### config.mk
export PLATFORM = sky130hd
export DESIGN_NAME = hazard_ctrl
export DESIGN_NICKNAME = d
export VERILOG_FILES = /design/src/rtl/hazard_ctrl_pkg.sv /design/src/rtl/hazard_match.sv /design/src/rtl/hazard_ctrl.sv
export SDC_FILE = /design/constraint.sdc
export NUM_CORES = 1
export LEC_CHECK = 0
export ABC_CLOCK_PERIOD_IN_PS = 5050
export CORE_ASPECT_RATIO = 0.9
export CORE_MARGIN = 8
export CORE_UTILIZATION = 56
export CTS_CLUSTER_DIAMETER = 60
export DETAILED_ROUTE_END_ITERATION = 8
export PLACE_DENSITY = 0.94
export SYNTH_ARGS = -nofsm -noshare
export SYNTH_HDL_FRONTEND = slang
export SYNTH_SLANG_ARGS = --single-unit
### constraint.sdc
create_clock -name clk -period 5.05 [get_ports clk]
set_input_delay 1.515 -clock clk [delete_from_list [all_inputs] [get_ports clk]]
set_output_delay 1.515 -clock clk [all_outputs]
set_load 0.02 [all_outputs]
### src/rtl/hazard_ctrl_pkg.sv
// Shared types for the PD4 hazard controller: forwarding selects, match
// flavours for the hazard comparator, and the forwarding priority helper.
package hazard_ctrl_pkg;

    // E-stage operand source selects
    typedef enum logic [1:0] {
        FWD_NONE = 2'd0,
        FWD_MEM  = 2'd1,
        FWD_WB   = 2'd2
    } fwd_sel_e;

    // Which producer property qualifies a register-index hit
    typedef enum logic [1:0] {
        MATCH_ANY_WRITE = 2'd0,  // any register write (WB-stage forwarding)
        MATCH_ALU_WRITE = 2'd1,  // register write whose data is ready (not a load)
        MATCH_LOAD      = 2'd2   // load whose data is not yet available
    } match_kind_e;

    // The youngest producer wins: MEM before WB
    function automatic fwd_sel_e fwd_pick(input logic mem_hit, input logic wb_hit);
        if (mem_hit) return FWD_MEM;
        if (wb_hit)  return FWD_WB;
        return FWD_NONE;
    endfunction

endpackage

### src/rtl/hazard_match.sv
// Combinational comparator: does an in-flight shadow entry produce the
// register named by idx? x0 never matches.
module hazard_match
    import hazard_ctrl_pkg::*;
#(
    parameter int          AWIDTH = 5,
    parameter match_kind_e KIND   = MATCH_ANY_WRITE
) (
    input  logic              valid,
    input  logic              regwren,
    input  logic              memren,
    input  logic [AWIDTH-1:0] rd,
    input  logic [AWIDTH-1:0] idx,
    output logic              hit
);

    logic qual;

    // Select the producer qualifier for this comparator flavour
    always_comb begin
        case (KIND)
            MATCH_ALU_WRITE: qual = regwren & ~memren;
            MATCH_LOAD:      qual = memren;
            default:         qual = regwren;
        endcase
    end

    assign hit = valid & qual & (rd != '0) & (rd == idx);

endmodule

### src/rtl/hazard_ctrl.sv
// Pipeline hazard controller for the five-stage core. Keeps a shadow copy of
// the destination registers held in E, M and W, and from it derives
// load-use stalls, redirect flushes, memory freezes and E-stage forwarding.
module hazard_ctrl
    import hazard_ctrl_pkg::*;
#(
    parameter int AWIDTH = 5,
    parameter int CWIDTH = 16
) (
    input  logic              clk,
    input  logic              rst_n,
    input  logic              d_valid_i,
    input  logic [AWIDTH-1:0] d_rs1_i,
    input  logic [AWIDTH-1:0] d_rs2_i,
    input  logic              d_rs1_used_i,
    input  logic              d_rs2_used_i,
    input  logic [AWIDTH-1:0] d_rd_i,
    input  logic              d_regwren_i,
    input  logic              d_memren_i,
    input  logic              e_br_taken_i,
    input  logic              mem_busy_i,
    output logic              stall_f_o,
    output logic              stall_d_o,
    output logic              bubble_e_o,
    output logic              flush_d_o,
    output logic [1:0]        fwd_a_o,
    output logic [1:0]        fwd_b_o,
    output logic              freeze_o,
    output logic [CWIDTH-1:0] stall_cnt_o,
    output logic [CWIDTH-1:0] flush_cnt_o
);

    // E keeps its source indices so forwarding can be resolved there
    typedef struct packed {
        logic              valid;
        logic [AWIDTH-1:0] rs1;
        logic [AWIDTH-1:0] rs2;
        logic [AWIDTH-1:0] rd;
        logic              regwren;
        logic              memren;
    } e_entry_t;

    typedef struct packed {
        logic              valid;
        logic [AWIDTH-1:0] rd;
        logic              regwren;
        logic              memren;
    } mw_entry_t;

    e_entry_t  e_q, e_d;
    mw_entry_t m_q, w_q;

    logic lu_rs1_hit, lu_rs2_hit, load_use;
    logic a_mem_hit, a_wb_hit, b_mem_hit, b_wb_hit;
    logic stall_inc, flush_inc;
    logic [CWIDTH-1:0] stall_cnt_q, flush_cnt_q;

    // Load in E whose result the instruction in D needs next cycle
    hazard_match #(.AWIDTH(AWIDTH), .KIND(MATCH_LOAD)) u_lu_rs1 (
        .valid(e_q.valid), .regwren(e_q.regwren), .memren(e_q.memren),
        .rd(e_q.rd), .idx(d_rs1_i), .hit(lu_rs1_hit)
    );
    hazard_match #(.AWIDTH(AWIDTH), .KIND(MATCH_LOAD)) u_lu_rs2 (
        .valid(e_q.valid), .regwren(e_q.regwren), .memren(e_q.memren),
        .rd(e_q.rd), .idx(d_rs2_i), .hit(lu_rs2_hit)
    );

    assign load_use = d_valid_i & ((d_rs1_used_i & lu_rs1_hit) |
                                   (d_rs2_used_i & lu_rs2_hit));

    // Forwarding sources for operand A; a load in M has no data yet
    hazard_match #(.AWIDTH(AWIDTH), .KIND(MATCH_ALU_WRITE)) u_a_mem (
        .valid(m_q.valid), .regwren(m_q.regwren), .memren(m_q.memren),
        .rd(m_q.rd), .idx(e_q.rs1), .hit(a_mem_hit)
    );
    hazard_match #(.AWIDTH(AWIDTH), .KIND(MATCH_ANY_WRITE)) u_a_wb (
        .valid(w_q.valid), .regwren(w_q.regwren), .memren(w_q.memren),
        .rd(w_q.rd), .idx(e_q.rs1), .hit(a_wb_hit)
    );

    // Forwarding sources for operand B
    hazard_match #(.AWIDTH(AWIDTH), .KIND(MATCH_ALU_WRITE)) u_b_mem (
        .valid(m_q.valid), .regwren(m_q.regwren), .memren(m_q.memren),
        .rd(m_q.rd), .idx(e_q.rs2), .hit(b_mem_hit)
    );
    hazard_match #(.AWIDTH(AWIDTH), .KIND(MATCH_ANY_WRITE)) u_b_wb (
        .valid(w_q.valid), .regwren(w_q.regwren), .memren(w_q.memren),
        .rd(w_q.rd), .idx(e_q.rs2), .hit(b_wb_hit)
    );

    assign fwd_a_o = e_q.valid ? fwd_pick(a_mem_hit, a_wb_hit) : FWD_NONE;
    assign fwd_b_o = e_q.valid ? fwd_pick(b_mem_hit, b_wb_hit) : FWD_NONE;

    // Prioritised pipeline controls: freeze, then redirect, then load-use
    always_comb begin
        // NOTE: every output gets a default first so no path leaves one unassigned (no latch).
        freeze_o   = 1'b0;
        stall_f_o  = 1'b0;
        stall_d_o  = 1'b0;
        bubble_e_o = 1'b0;
        flush_d_o  = 1'b0;
        stall_inc  = 1'b0;
        flush_inc  = 1'b0;
        if (mem_busy_i) begin
            freeze_o  = 1'b1;
            stall_f_o = 1'b1;
            stall_d_o = 1'b1;
        end else if (e_br_taken_i) begin
            // the dependent in D is squashed, so a load-use here is moot
            flush_d_o  = 1'b1;
            bubble_e_o = 1'b1;
            flush_inc  = 1'b1;
        end else if (load_use) begin
            stall_f_o  = 1'b1;
            stall_d_o  = 1'b1;
            bubble_e_o = 1'b1;
            stall_inc  = 1'b1;
        end
    end

    // Next E entry: the decoded instruction, or an empty bubble
    always_comb begin
        e_d = '0;
        if (!bubble_e_o) begin
            e_d.valid   = d_valid_i;
            e_d.rs1     = d_rs1_i;
            e_d.rs2     = d_rs2_i;
            e_d.rd      = d_rd_i;
            e_d.regwren = d_regwren_i;
            e_d.memren  = d_memren_i;
        end
    end

    // Shadow pipeline advances with the real one and holds while frozen
    always_ff @(posedge clk or negedge rst_n) begin
        if (!rst_n) begin
            e_q <= '0;
            m_q <= '0;
            w_q <= '0;
        end else if (!freeze_o) begin
            // NOTE: non-blocking so every stage samples its predecessor's old value.
            w_q         <= m_q;
            m_q.valid   <= e_q.valid;
            m_q.rd      <= e_q.rd;
            m_q.regwren <= e_q.regwren;
            m_q.memren  <= e_q.memren;
            e_q         <= e_d;
        end
    end

    // Saturating debug counters; frozen cycles never count
    always_ff @(posedge clk or negedge rst_n) begin
        if (!rst_n) begin
            stall_cnt_q <= '0;
            flush_cnt_q <= '0;
        end else begin
            if (stall_inc && (stall_cnt_q != '1)) stall_cnt_q <= stall_cnt_q + CWIDTH'(1);
            if (flush_inc && (flush_cnt_q != '1)) flush_cnt_q <= flush_cnt_q + CWIDTH'(1);
        end
    end

    assign stall_cnt_o = stall_cnt_q;
    assign flush_cnt_o = flush_cnt_q;

endmodule

**After elaboration in Yosys (flattened, before gate mapping)**

Cells that the tools add are included.

- Add/subtract/negate cells: 2
- Bitwise gates (word level): 18
- Equal/unequal tests: 8
- Reduce and logical (&&, ||, !) cells: 5
- Muxes and demuxes: 26

Operators by type and width:

| kind | count |
|---|---|
| $add 16x1->16 const B | 2 |
| $ne 16x16->1 const B | 2 |
| $eq 5x5->1 | 6 |
| $mux 2 | 10 |
| $mux 18 | 1 |
| $and 1x1->1 | 16 |
| $mux 1 | 15 |
| $reduce_bool 5->1 | 3 |
| $logic_and 1x1->1 | 2 |
| $not 1->1 | 1 |
| $or 1x1->1 | 1 |

- Register bits after elaboration: 65
- Output and inout port bits: 41
- Logic and storage cells: 74
- Input port bits: 24

**Logic depth before layout (Yosys ltp)**

Gate-level depths: netlist (run 1).

- Depth after elaboration: 10
- Depth in mapped cells: 7
- Depth with buffers taken out: 6

**Hierarchy**

From an unflattened synthesis (run 1), not the netlist that was laid out.

- Cell total of the unflattened synthesis: 288
- Area, all modules: 3,372.0 um2

Modules (own cells, without submodules):

| module | times used | area each (um2) | cells an instance | seq. area each (um2) |
|---|---|---|---|---|
| hazard_ctrl | 1 | 2,909.0 | 228 | 1,651.6 |
| hazard_match at u_a_wb ... | 4 | 76.3 | 10 | 0.0 |
| hazard_match at u_a_mem ... | 2 | 78.8 | 10 | 0.0 |

**Least setup slack after synthesis (run 1)**

Ideal clock, no wire load.

- Kind: input -> output
- Start: input port d_rs2_i[4]
- End: output port stall_f_o
- Arrival time: 3,110 ps
- Buffers on the path: 2
- Required time: 3,535 ps
- Setup slack: 425 ps
- Cell stages on the path: 7
- Cells stage by stage: xor2_1 > nor4_4 > a32oi_4 > nand2b_4 > buf_6 > o21bai_1 > buf_4

- Word-level cells in the longest chain between the ends: 8

RTL lines:

| item | RTL line | source |
|---|---|---|
| from (decl) | hazard_ctrl.sv:14 | `input logic [AWIDTH-1:0] d_rs2_i,` |
| $eq 5x5->1 | hazard_match.sv:28 | `assign hit = valid & qual & (rd != '0) & (rd == idx);` |
| $and 1x1->1 | hazard_match.sv:28 |  |
| $and 1x1->1 | hazard_ctrl.sv:69 | `(d_rs2_used_i & lu_rs2_hit));` |
| $or 1x1->1 | hazard_ctrl.sv:68 | `assign load_use = d_valid_i & ((d_rs1_used_i & lu_rs1_hit) \|` |
| $and 1x1->1 | hazard_ctrl.sv:68 |  |
| $mux 1 (3 in a row) | n/a |  |
| to (decl) | hazard_ctrl.sv:22 | `output logic stall_f_o,` |

No other way between the ends.

**Final worst setup path (run 1)**

- Start: input port d_rs2_i[4]
- End: output port stall_f_o

- Word-level cells in the longest chain between the ends: 8

RTL lines:

| item | RTL line | source |
|---|---|---|
| $eq 5x5->1 | hazard_match.sv:28 |  |
| $and 1x1->1 | hazard_match.sv:28 |  |
| $and 1x1->1 | hazard_ctrl.sv:69 |  |
| $or 1x1->1 | hazard_ctrl.sv:68 |  |
| $and 1x1->1 | hazard_ctrl.sv:68 |  |
| $mux 1 | hazard_ctrl.sv:113 | `end else if (load_use) begin` |
| $mux 1 | hazard_ctrl.sv:108 | `end else if (e_br_taken_i) begin` |
| $mux 1 | hazard_ctrl.sv:104 | `if (mem_busy_i) begin` |

No other way between the ends.

==> results of run 1 <==
## worst paths after layout
kind	from	end	slack [ns]	cells after the start
max reg2reg	stall_cnt_o[1]	stall_cnt_o[1]	2.90	6
min reg2reg	stall_cnt_o[12]	stall_cnt_o[12]	0.49	1
min	stall_cnt_o[12]	stall_cnt_o[12]	0.49	1
max in group asynchronous	rst_n	stall_cnt_o[12]	2.89	2
max	d_rs2_i[4]	stall_f_o	0.20	7
min in group asynchronous	rst_n	flush_cnt_o[12]	1.32	1
## area by class of cell
cell class,count,area (um^2)
sequential,65,1630
clock buffer,14,173
tap,72,90.1
fill,419,1710
inverter,6,22.5
multi-input combinational,195,1650
clock inverter,2,35.0
timing repair buffer,70,677
## power by group through the flow
stage                     Clock [W]  Combinational, W  Sequential [W]
final                      0.000462          0.000245        0.000640
after global routing       0.000495          0.000265        0.000649
after CTS                  0.000473          0.000249        0.000639
after detailed placement          0          0.000247        0.000648
after global placement            0          0.000240        0.000644
after floorplan                   0          0.000119        0.000658
## per-stage QoR
| step | hold slack, ns | utilization | setup slack, ns | area (um^2) |
|---|---|---|---|---|
| after floorplan | 0.459 | - | 0.425 | 3380 |
| after global placement | 0.469 | 0.680 | -0.0701 | 4070 |
| after detailed placement | 0.481 | 0.680 | -0.0973 | 4070 |
| after CTS | 0.493 | 0.714 | 0.179 | 4270 |
| after global routing | 0.519 | 0.714 | 0.0723 | 4270 |
| final | 0.487 | 0.714 | 0.197 | 4270 |
## flip-flops by register name, indices dropped and copies added, names as in the netlist
name / count
e_q: 18
flush_cnt_o: 16
stall_cnt_o: 16
m_q: 8
w_q: 7
## synth_stat cells, types with 4 or more instances
library cell	n	area share
sky130_fd_sc_hd__mux2_2	16	0.053
sky130_fd_sc_hd__nor3_2	9	0.027
sky130_fd_sc_hd__clkbuf_1	5	0.0056
sky130_fd_sc_hd__nor2_1	11	0.012
sky130_fd_sc_hd__nand3_1	11	0.016
sky130_fd_sc_hd__buf_6	4	0.013
sky130_fd_sc_hd__dfrtp_1	65	0.48
sky130_fd_sc_hd__nand4_1	11	0.020
sky130_fd_sc_hd__nand2_1	12	0.013
sky130_fd_sc_hd__a32o_1	18	0.053
sky130_fd_sc_hd__nor4_1	5	0.0093
sky130_fd_sc_hd__xnor2_1	22	0.057
sky130_fd_sc_hd__xor2_1	37	0.096
sky130_fd_sc_hd__inv_1	6	0.0067
sky130_fd_sc_hd__nor4_2	4	0.015
sky130_fd_sc_hd__nor3_1	4	0.0059
## worst max-delay path: cells and delay by family
kind / cells / cell delay [ns]
AND/OR/NAND/NOR: 2 / 0.52
buffers and inverters: 2 / 0.80
AO/OA/AOI/OAI: 2 / 0.32
XOR/XNOR: 1 / 0.19
## routing by layer
| metal | GRT usage | wire [um] |
|---|---|---|
| met1 | 0.234 | 3530 |
| met5 | 0 | 0 |
| met4 | 0.0804 | 155 |
| met3 | 0.0593 | 413 |
| met2 | 0.313 | 4000 |
## logic make-up (layout without fill, tap and decap cells)
logic type / Yosys count / count (layout) / synth area share
buf+inv: 18 / 92 / 0.0322
fa+ha+maj: 2 / 2 / 0.00740
compound gates: 29 / 29 / 0.0940
xor+xnor: 59 / 59 / 0.153
mux: 17 / 17 / 0.0577
flops: 65 / 65 / 0.481
simple gates: 88 / 88 / 0.175
## cell usage in the layout (no fill, tap or decap), types with 3 or more instances in the layout
master | Yosys | final
sky130_fd_sc_hd__xnor2_1 | 22 | 22
sky130_fd_sc_hd__a32o_1 | 18 | 18
sky130_fd_sc_hd__inv_1 | 6 | 6
sky130_fd_sc_hd__xor2_1 | 37 | 37
sky130_fd_sc_hd__buf_4 | 3 | 6
sky130_fd_sc_hd__nor3_1 | 4 | 4
sky130_fd_sc_hd__nand4_1 | 11 | 11
sky130_fd_sc_hd__nand3_1 | 11 | 11
sky130_fd_sc_hd__dfrtp_1 | 65 | 65
sky130_fd_sc_hd__nand2_1 | 12 | 12
sky130_fd_sc_hd__clkdlybuf4s50_1 | 0 | 60
sky130_fd_sc_hd__and2_1 | 3 | 3
sky130_fd_sc_hd__clkbuf_8 | 0 | 12
sky130_fd_sc_hd__mux2_2 | 16 | 16
sky130_fd_sc_hd__nor4_2 | 4 | 4
sky130_fd_sc_hd__nor2_1 | 11 | 11
sky130_fd_sc_hd__nor3_2 | 9 | 9
sky130_fd_sc_hd__nor4_1 | 5 | 5
sky130_fd_sc_hd__dlygate4sd2_1 | 0 | 3
sky130_fd_sc_hd__or4_1 | 3 | 3
==> parameters.txt, run 1 <==
Parameter                              Value

Setup path
  Slowest library cell on the worst path    sky130_fd_sc_hd__clkdlybuf4s50_1
  Endpoint class of the critical path    output pin
  Kind of critical path    primary input to output pin
  Cells traversed along the worst timing path    clkdlybuf4s50_1 > xor2_1 > nor4_4 > a32oi_4 > nand2b_4 > o21bai_1 > dlygate4sd2_1
  Required @ worst endpoint    3.54 ns
  Delay contributed by the slowest stage of the critical path    0.44 ns
  Critical path data arrival time    roughly 3.3 ns
  Crit start category    primary input
  Critical-path maximum fanout    3

GRT
  Total overflow reported by the global router    0
  Global-route wire length before repair    13700 um
  Via count of the first global-routing pass    ~2700
  Maximum number of pins on one net before global-route repair    43
  Antenna violations before repair    0
  GRT Overall Usage    0.193

CTS
  Total of cells resized after clock tree synthesis    3
  Number of buffers added by the clock tree synthesis step    9
  Clock transition at path regs    about 0.06 ns
  Number of H-tree levels    3
  Clock latency of the later-clocked register in the worst-skew pair    0.35 ns
  Count of clock tree sinks    65
  Buffer depth of the longest clock path    2
  Number of buffers added for setup after CTS    0
  CTS tree    done
  Clock root buffer master    sky130_fd_sc_hd__clkbuf_8
  Hold-fix buffers, CTS    0

Routing
  Drt drc    0
  Drt wl/cell    about 19 um
  Count of TritonRoute iterations in the first routing pass    4
  Vias per inst    5.93
  Total number of vias    2513
  Detailed-route wire length    slightly above 8000 um
  Iteration-0 DRC count of the detailed router    165
  Number of antenna-violating nets in the routed design    0

Finish
  Layout area overhead    26.3%
  Layout Cells excl Fill    424
  Nets@finish    around 370
  N_diodes    0
  Layout cell share with drive strength beyond 1    0.190

Logic synthesis
  Mean post-synth cell area    roughly 12 um^2
  Predominant post-synthesis flop cell    sky130_fd_sc_hd__dfrtp_1
  Combined area of all synthesized cells    3380 um^2
  Number of instances in the synthesized netlist    278
  #FFs+latches synth    65
  Sequential share of the synthesized area    0.481
  Async set-or-reset flop fraction in the synthesized netlist    1.00
  Number of enable flip-flop cells after synthesis    0
  Net Count, Synth    304
  Number of different library cells in the post-synthesis netlist    43
  Number of warning messages in the yosys log    0

Power
  Total power draw    between 0.001 and 0.0015 W
  Internal cell power    0.000965 W
  Share of power burned in registers    0.475
  Part of the total power dissipated in combinational logic    0.182
  Power Density    316 nW/um^2
  IR drop worst, VDD    230 uV
  Sw power    0.000383 W
  LEAKAGE    between 1.5 and 2 nW
  Clock network power share    0.343
  Fraction of power spent switching nets    0.284

Run status
  Run status    finished clean

STA
  Setup repair after global routing missed its margin    false
  Share of the clock period used by the worst path after layout    0.961
  Setup_tns    0 ns
  Upper clock frequency limit    206 MHz
  Max Transition Viols Final    0
  Setup Viol. Count Final    0
  Hold Vio Cnt, Final    0
  Worst Clk Skew    0.00902 ns
  Min Clock Period, post-route    4.85 ns
  Relative slew slack    0.379
  Least-Margin Pin Slew    between 0.9 and 1 ns

Run
  Maxcap violations    0

Min path
  HP Class    flip-flop to flip-flop

Place
  Final GP Congestion    0.872
  Number of buffer cells added on primary ports    64
  Placed wire-length estimate after detailed placement    5750 um
  Placed cell count    approximately 400

Floorplanning
  Area enclosed by the die boundary    ~8800 um^2
  I/O pin count    65
  Area inside the core boundary    5980 um^2
  Placement Rows    27
  Starting density of the core    0.565
  Die width    about 98 um
  Die outline height    89.7 um
No activity file was read; power rests on OpenSTA's default activity.
==> inputs of run 2 (changes only) <==
--- a/config.mk
+++ b/config.mk
@@ -8,10 +8,10 @@
 export ABC_CLOCK_PERIOD_IN_PS = 5050
 export CORE_ASPECT_RATIO = 0.9
 export CORE_MARGIN = 8
-export CORE_UTILIZATION = 56
+export CORE_UTILIZATION = 47
 export CTS_CLUSTER_DIAMETER = 60
 export DETAILED_ROUTE_END_ITERATION = 8
-export PLACE_DENSITY = 0.94
+export PLACE_DENSITY = 0.82
 export SYNTH_ARGS = -nofsm -noshare
 export SYNTH_HDL_FRONTEND = slang
 export SYNTH_SLANG_ARGS = --single-unit
==> run 2 against run 1 <==
Compared with the run above: cell area is 0.15% higher; largest power group unchanged; core utilization decreased by 10 points; power fell by 3.1%; die area increased by 16%; sequential power about the same; count of clock-buffer cells in the layout is 3 lower; sequential share of layout area down 0.056 points; clock skew is 0.0013 ns lower; final cell count up 5.0%; first-iteration DRC count shrank 45%; register-to-register slack better by 0.04 ns; non-clock buffer count stayed put.
==> parameters.txt, run 2 (synthesis results as in run 1) <==
Parameter                              Value

Run status
  Run status    finished clean

Floorplanning
  Area inside the core boundary    7000 um^2
  Placement Rows    29
  Starting density of the core    0.483
  Die outline height    96.5 um
  Die width    105 um
  Area enclosed by the die boundary    10200 um^2
  I/O pin count    65

Place
  Placed cell count    429
  Area of placed instances    ~4100 um^2
  Number of buffer cells added on primary ports    64
  Placed wire-length estimate after detailed placement    5720 um
  Final GP Congestion    between 0.8 and 0.9

Setup path
  Critical-path maximum fanout    3
  Critical path data arrival time    3.34 ns
  Endpoint class of the critical path    output pin
  Depth of the most critical reg-to-reg path    6
  Kind of critical path    primary input to output pin
  Required @ worst endpoint    3.54 ns
  Crit start category    primary input

Power
  Fraction of power spent switching nets    0.292
  Share of power burned in registers    0.490
  Part of the total power dissipated in combinational logic    0.187
  IR drop worst, VDD    roughly 250 uV
  Clock network power share    0.322
  Total power draw    roughly 0.0013 W
  Sw power    0.000382 W
  Power Density    between 300 and 400 nW/um^2
  LEAKAGE    1.87 nW
  Internal cell power    0.000924 W

CTS
  Hold-fix buffers, CTS    0
  Number of buffers added by the clock tree synthesis step    9
  Count of clock tree sinks    65
  Number of buffers added for setup after CTS    0
  Number of H-tree levels    3
  Clock root buffer master    sky130_fd_sc_hd__clkbuf_8
  CTS tree    done
  Clock latency of the later-clocked register in the worst-skew pair    0.34 ns
  Buffer depth of the longest clock path    2
  Total of cells resized after clock tree synthesis    3
  Clock transition at path regs    0.07 ns

STA
  Setup Viol. Count Final    0
  Hold Vio Cnt, Final    0
  Max Transition Viols Final    0
  Setup_tns    0 ns
  Min Clock Period, post-route    4.85 ns
  Relative slew slack    0.438
  Share of the clock period used by the worst path after layout    0.961
  Setup repair after global routing missed its margin    false
  Upper clock frequency limit    206 MHz
  Least-Margin Pin Slew    0.842 ns
  Worst Clk Skew    0.00770 ns

Finish
  Layout area overhead    26.5%
  Area of all placed cells without fillers    about 4300 um^2
  Layout Cells excl Fill    around 450
  Max reg flops    18
  Highest-count cells in the layout ignoring fill and taps    sky130_fd_sc_hd__dfrtp_1 (65), sky130_fd_sc_hd__clkdlybuf4s50_1 (60), sky130_fd_sc_hd__xor2_1 (37)
  Fill cells    558
  Register with the most flip-flops    e_q
  Leading cell type in the layout, fill and taps excluded    sky130_fd_sc_hd__dfrtp_1
  Nets@finish    373
  Layout cell share with drive strength beyond 1    0.190
  N_diodes    0

GRT
  GRT Overall Usage    0.161
  Antenna violations before repair    0
  Via count of the first global-routing pass    ~2600
  Global-route wire length before repair    13000 um
  Maximum number of pins on one net before global-route repair    40
  Total overflow reported by the global router    0

Routing
  Detailed-route wire length    7700 um
  Iteration-0 DRC count of the detailed router    90
  Total number of vias    2435
  Number of antenna-violating nets in the routed design    0
  Count of TritonRoute iterations in the first routing pass    4
  Vias per inst    ~5.5
  Drt wl/cell    between 15 and 20 um
  Drt drc    0

Run
  Maxcap violations    0

Min path
  Count of cells along the worst hold path    1
  HP Class    flip-flop to flip-flop
-- run 2: changes by cell type in the layout (fill, tap and decap cells not counted), sizes merged --
cell / delta
clkbuf: -3
clkinv: +2
clkinvlp: +1
-- run 2: power groups by stage --
stage	Combinational [W]	Clock [W]	Sequential [W]
4_1_cts	0.000249	0.000434	0.000640
3_5_place_dp	0.000247	0	0.000649
3_3_place_gp	0.000241	0	0.000645
6_report	0.000245	0.000421	0.000640
5_1_grt	0.000264	0.000455	0.000650
2_1_floorplan	0.000119	0	0.000658
-- run 2: cell type report --
class / instances / area, um^2 / area share
well taps: 93 / 116 / 0.0272
repair buffers: 70 / 677 / 0.158
flip-flops and latches: 65 / 1630 / 0.380
clock inverters: 5 / 56.3 / 0.0132
clock buffers: 11 / 131 / 0.0307
multi-input cells: 195 / 1650 / 0.385
inverters: 6 / 22.5 / 0.00527
-- run 2: final timing paths --
path	start	to	slack (ns)
min reg2reg	stall_cnt_o[12]	stall_cnt_o[12]	0.48
max	d_rs2_i[4]	stall_d_o	0.20
min in group asynchronous	rst_n	w_q[4]	1.28
max in group asynchronous	rst_n	stall_cnt_o[14]	2.90
max reg2reg	stall_cnt_o[0]	stall_cnt_o[1]	2.94
min	stall_cnt_o[12]	stall_cnt_o[12]	0.48
-- run 2: per-layer routing --
layer / vias up / part of all wire / GRT usage
met5: - / 0 / 0
met4: 0 / 0.016 / 0.0522
met3: 14 / 0.062 / 0.0676
met2: 57 / 0.48 / 0.260
met1: 1215 / 0.44 / 0.194
li1: 1149 / - / -
-- run 2: stage by stage --
stage           util  worst slack, ns  hold slack, ns
3_3_place_gp   0.584          -0.0789           0.469
5_1_grt        0.611           0.0766           0.521
4_1_cts        0.611            0.165           0.490
3_5_place_dp   0.584           -0.121           0.477
6_report       0.611            0.196           0.483
2_1_floorplan      -            0.425           0.459
-- run 2: worst max-delay path, stage by stage --
cell and delay (ns):
sky130_fd_sc_hd__clkdlybuf4s50_1 0.43, sky130_fd_sc_hd__xor2_1 0.19, sky130_fd_sc_hd__nor4_4 0.34, sky130_fd_sc_hd__a32oi_4 0.18
sky130_fd_sc_hd__nand2b_4 0.18, sky130_fd_sc_hd__o21bai_1 0.14, sky130_fd_sc_hd__dlygate4sd2_1 0.36
==> inputs of run 3 (changes only) <==
--- a/config.mk
+++ b/config.mk
@@ -6,12 +6,13 @@
 export NUM_CORES = 1
 export LEC_CHECK = 0
 export ABC_CLOCK_PERIOD_IN_PS = 5050
+export CAP_MARGIN = 20
 export CORE_ASPECT_RATIO = 0.9
 export CORE_MARGIN = 8
-export CORE_UTILIZATION = 47
+export CORE_UTILIZATION = 50
 export CTS_CLUSTER_DIAMETER = 60
 export DETAILED_ROUTE_END_ITERATION = 8
-export PLACE_DENSITY = 0.82
+export PLACE_DENSITY = 0.86
 export SYNTH_ARGS = -nofsm -noshare
 export SYNTH_HDL_FRONTEND = slang
 export SYNTH_SLANG_ARGS = --single-unit
==> run 3 against run 2 <==
Compared with the run above: critical path depth is the same; cell area up 1.3%; die area is 5.1% lower; sequential power about the same; worst setup slack worse by 0.049 ns; count of clock-buffer cells in the layout up 1; sequential share of layout area decreased by 0.48 points; global-route usage is 1.8 points higher; clock skew about the same; routed wire length grew 4.6%; core utilization is 5.0 points higher; non-clock buffer count rose by 1; critical path type unchanged; critical endpoint unchanged; largest cell class unchanged.
==> parameters.txt, run 3 (synthesis results as in run 1) <==
Parameter                              Value

Setup path
  Depth of the most critical reg-to-reg path    6
  Cells traversed along the worst timing path    clkdlybuf4s50_1 > xor2_1 > nor4_4 > a32oi_4 > nand2b_4 > o21bai_1 > dlygate4sd2_1
  Delay contributed by the slowest stage of the critical path    roughly 0.44 ns
  Reg2reg setup slack    2.99 ns
  Beginning of the worst register-to-register path    stall_cnt_o[0]
  Slowest library cell on the worst path    sky130_fd_sc_hd__clkdlybuf4s50_1
  Critical path data arrival time    3.39 ns
  Crit start category    primary input
  Critical-path maximum fanout    3
  Required @ worst endpoint    3.54 ns
  Endpoint class of the critical path    output pin
  R2r endpoint    stall_cnt_o[1]
  Kind of critical path    primary input to output pin

Place
  Placed wire-length estimate after detailed placement    5720 um
  Placed cell count    427
  Final GP Congestion    0.853
  Number of buffer cells added on primary ports    64

Routing
  Count of TritonRoute iterations in the first routing pass    4
  Drt wl/cell    18.2 um
  Iteration-0 DRC count of the detailed router    86
  Total number of vias    between 2000 and 3000
  Drt drc    0
  Detailed-route wire length    8060 um
  Vias per inst    ~5.7
  Number of antenna-violating nets in the routed design    0

Floorplanning
  I/O pin count    65
  Area enclosed by the die boundary    9650 um^2
  Die width    between 100 and 150 um
  Area inside the core boundary    6550 um^2
  Starting density of the core    0.516
  Placement Rows    28
  Die outline height    94.0 um

Power
  LEAKAGE    1.90 nW
  IR drop worst, VDD    265 uV
  Power Density    324 nW/um^2

Run status
  Run status    finished clean

GRT
  Peak-usage layer in the global routing report    met2
  GRT Overall Usage    0.180
  Met2 track utilization from global routing    0.293
  Antenna violations before repair    0
  Total overflow reported by the global router    0
  Maximum number of pins on one net before global-route repair    39
  Global-route wire length before repair    13500 um
  Via count of the first global-routing pass    2686
  Grt met3 use    0.0667
  Met1 usage    0.217

Min path
  Worst min-delay path startpoint    e_q[1]
  HP Class    flip-flop to flip-flop
  Endpoint of the worst hold path    e_q[1]
  Count of cells along the worst hold path    1

STA
  Least-Margin Pin Slew    roughly 0.64 ns
  Share of the clock period used by the worst path after layout    0.971
  Relative slew slack    0.572
  Upper clock frequency limit    204 MHz
  Worst Clk Skew    0.00811 ns
  Hold Vio Cnt, Final    0
  Min Clock Period, post-route    4.90 ns
  Max Transition Viols Final    0
  Setup Viol. Count Final    0
  Setup repair after global routing missed its margin    false

CTS
  Clock transition at path regs    around 0.06 ns
  Clock root buffer master    sky130_fd_sc_hd__clkbuf_8
  Count of clock tree sinks    65
  CTS tree    done
  Buffer depth of the longest clock path    2
  Clock latency of the later-clocked register in the worst-skew pair    0.34 ns
  Hold-fix buffers, CTS    0
  Number of H-tree levels    3
  Number of buffers added by the clock tree synthesis step    9
  Total of cells resized after clock tree synthesis    3
  Number of buffers added for setup after CTS    0

Run
  Maxcap violations    0

Finish
  Nets@finish    374
  Leading cell type in the layout, fill and taps excluded    sky130_fd_sc_hd__dfrtp_1
  Highest-count cells in the layout ignoring fill and taps    sky130_fd_sc_hd__dfrtp_1 (65), sky130_fd_sc_hd__clkdlybuf4s50_1 (60), sky130_fd_sc_hd__xor2_1 (37)
  Register with the most flip-flops    e_q
  Fill cells    516
  Layout area overhead    28.1%
  Max reg flops    18
  Core occupancy in the finished layout    0.661
  Layout cell share with drive strength beyond 1    0.198
  Layout Cells excl Fill    443
  N_diodes    0
-- run 3: cell count changes in the layout (fill, tap and decap cells not counted) --
cell,change
sky130_fd_sc_hd__clkinvlp_4,-1
sky130_fd_sc_hd__buf_4,+1
sky130_fd_sc_hd__clkbuf_1,-2
sky130_fd_sc_hd__clkbuf_8,+3
sky130_fd_sc_hd__clkinv_2,-1
sky130_fd_sc_hd__bufinv_16,+1
-- run 3: how the worst max path moves through the flow --
stage | start | to | slack [ns] | cells past startpoint
floorplan | d_rs2_i[4] | stall_f_o | 0.43 | 7
global placement | d_rs2_i[4] | stall_d_o | -0.15 | 7
detailed placement | d_rs2_i[4] | stall_d_o | -0.16 | 7
CTS | d_rs1_i[4] | stall_d_o | 0.12 | 8
global route | d_rs2_i[4] | stall_d_o | 0.02 | 7
finish | d_rs2_i[4] | stall_d_o | 0.15 | 7
-- run 3: area by class of cell --
class	instances	area, um^2	area share
Multi-Input combinational cell	195	1650	0.380
Sequential cell	65	1630	0.376
Timing Repair Buffer	71	684	0.158
Clock buffer	12	165	0.0381
Tap cell	90	113	0.0260
Clock inverter	4	73.8	0.0170
Inverter	6	22.5	0.00520
-- run 3: metrics by stage --
step / setup slack [ns] / TNS, ns / instance area (um^2) / total power [W] / hold WS (ns)
final: 0.147 / 0 / 4330 / 0.00140 / 0.485
after global routing: 0.0231 / 0 / 4330 / 0.00147 / 0.512
after CTS: 0.117 / 0 / 4330 / 0.00142 / 0.490
after detailed placement: -0.162 / -0.389 / 4100 / 0.000896 / 0.476
after global placement: -0.150 / -0.351 / 4100 / 0.000885 / 0.469
after floorplan: 0.425 / 0 / 3380 / 0.000777 / 0.459
-- run 3: critical path: cells and delay by family --
kind | cells | cell delay [ns]
xor gates and xnor gates | 1 | 0.18
AOI/OAI and AO/OA | 2 | 0.35
and+or+nand+nor | 2 | 0.49
buffers and inverters | 2 | 0.85
-- run 3: per-layer routing --
layer | wire length [um] | up-vias
li1 | - | 1152
met1 | 3490 | 1260
met2 | 3910 | 96
met3 | 576 | 13
met4 | 87 | 0
met5 | 0 | -
-- run 3: power breakdown --
part           switching, W  internal, W  leakage (nW)
combinational      0.000118     0.000128         0.921
sequential        0.0000727     0.000569         0.857
clock              0.000196     0.000318         0.123
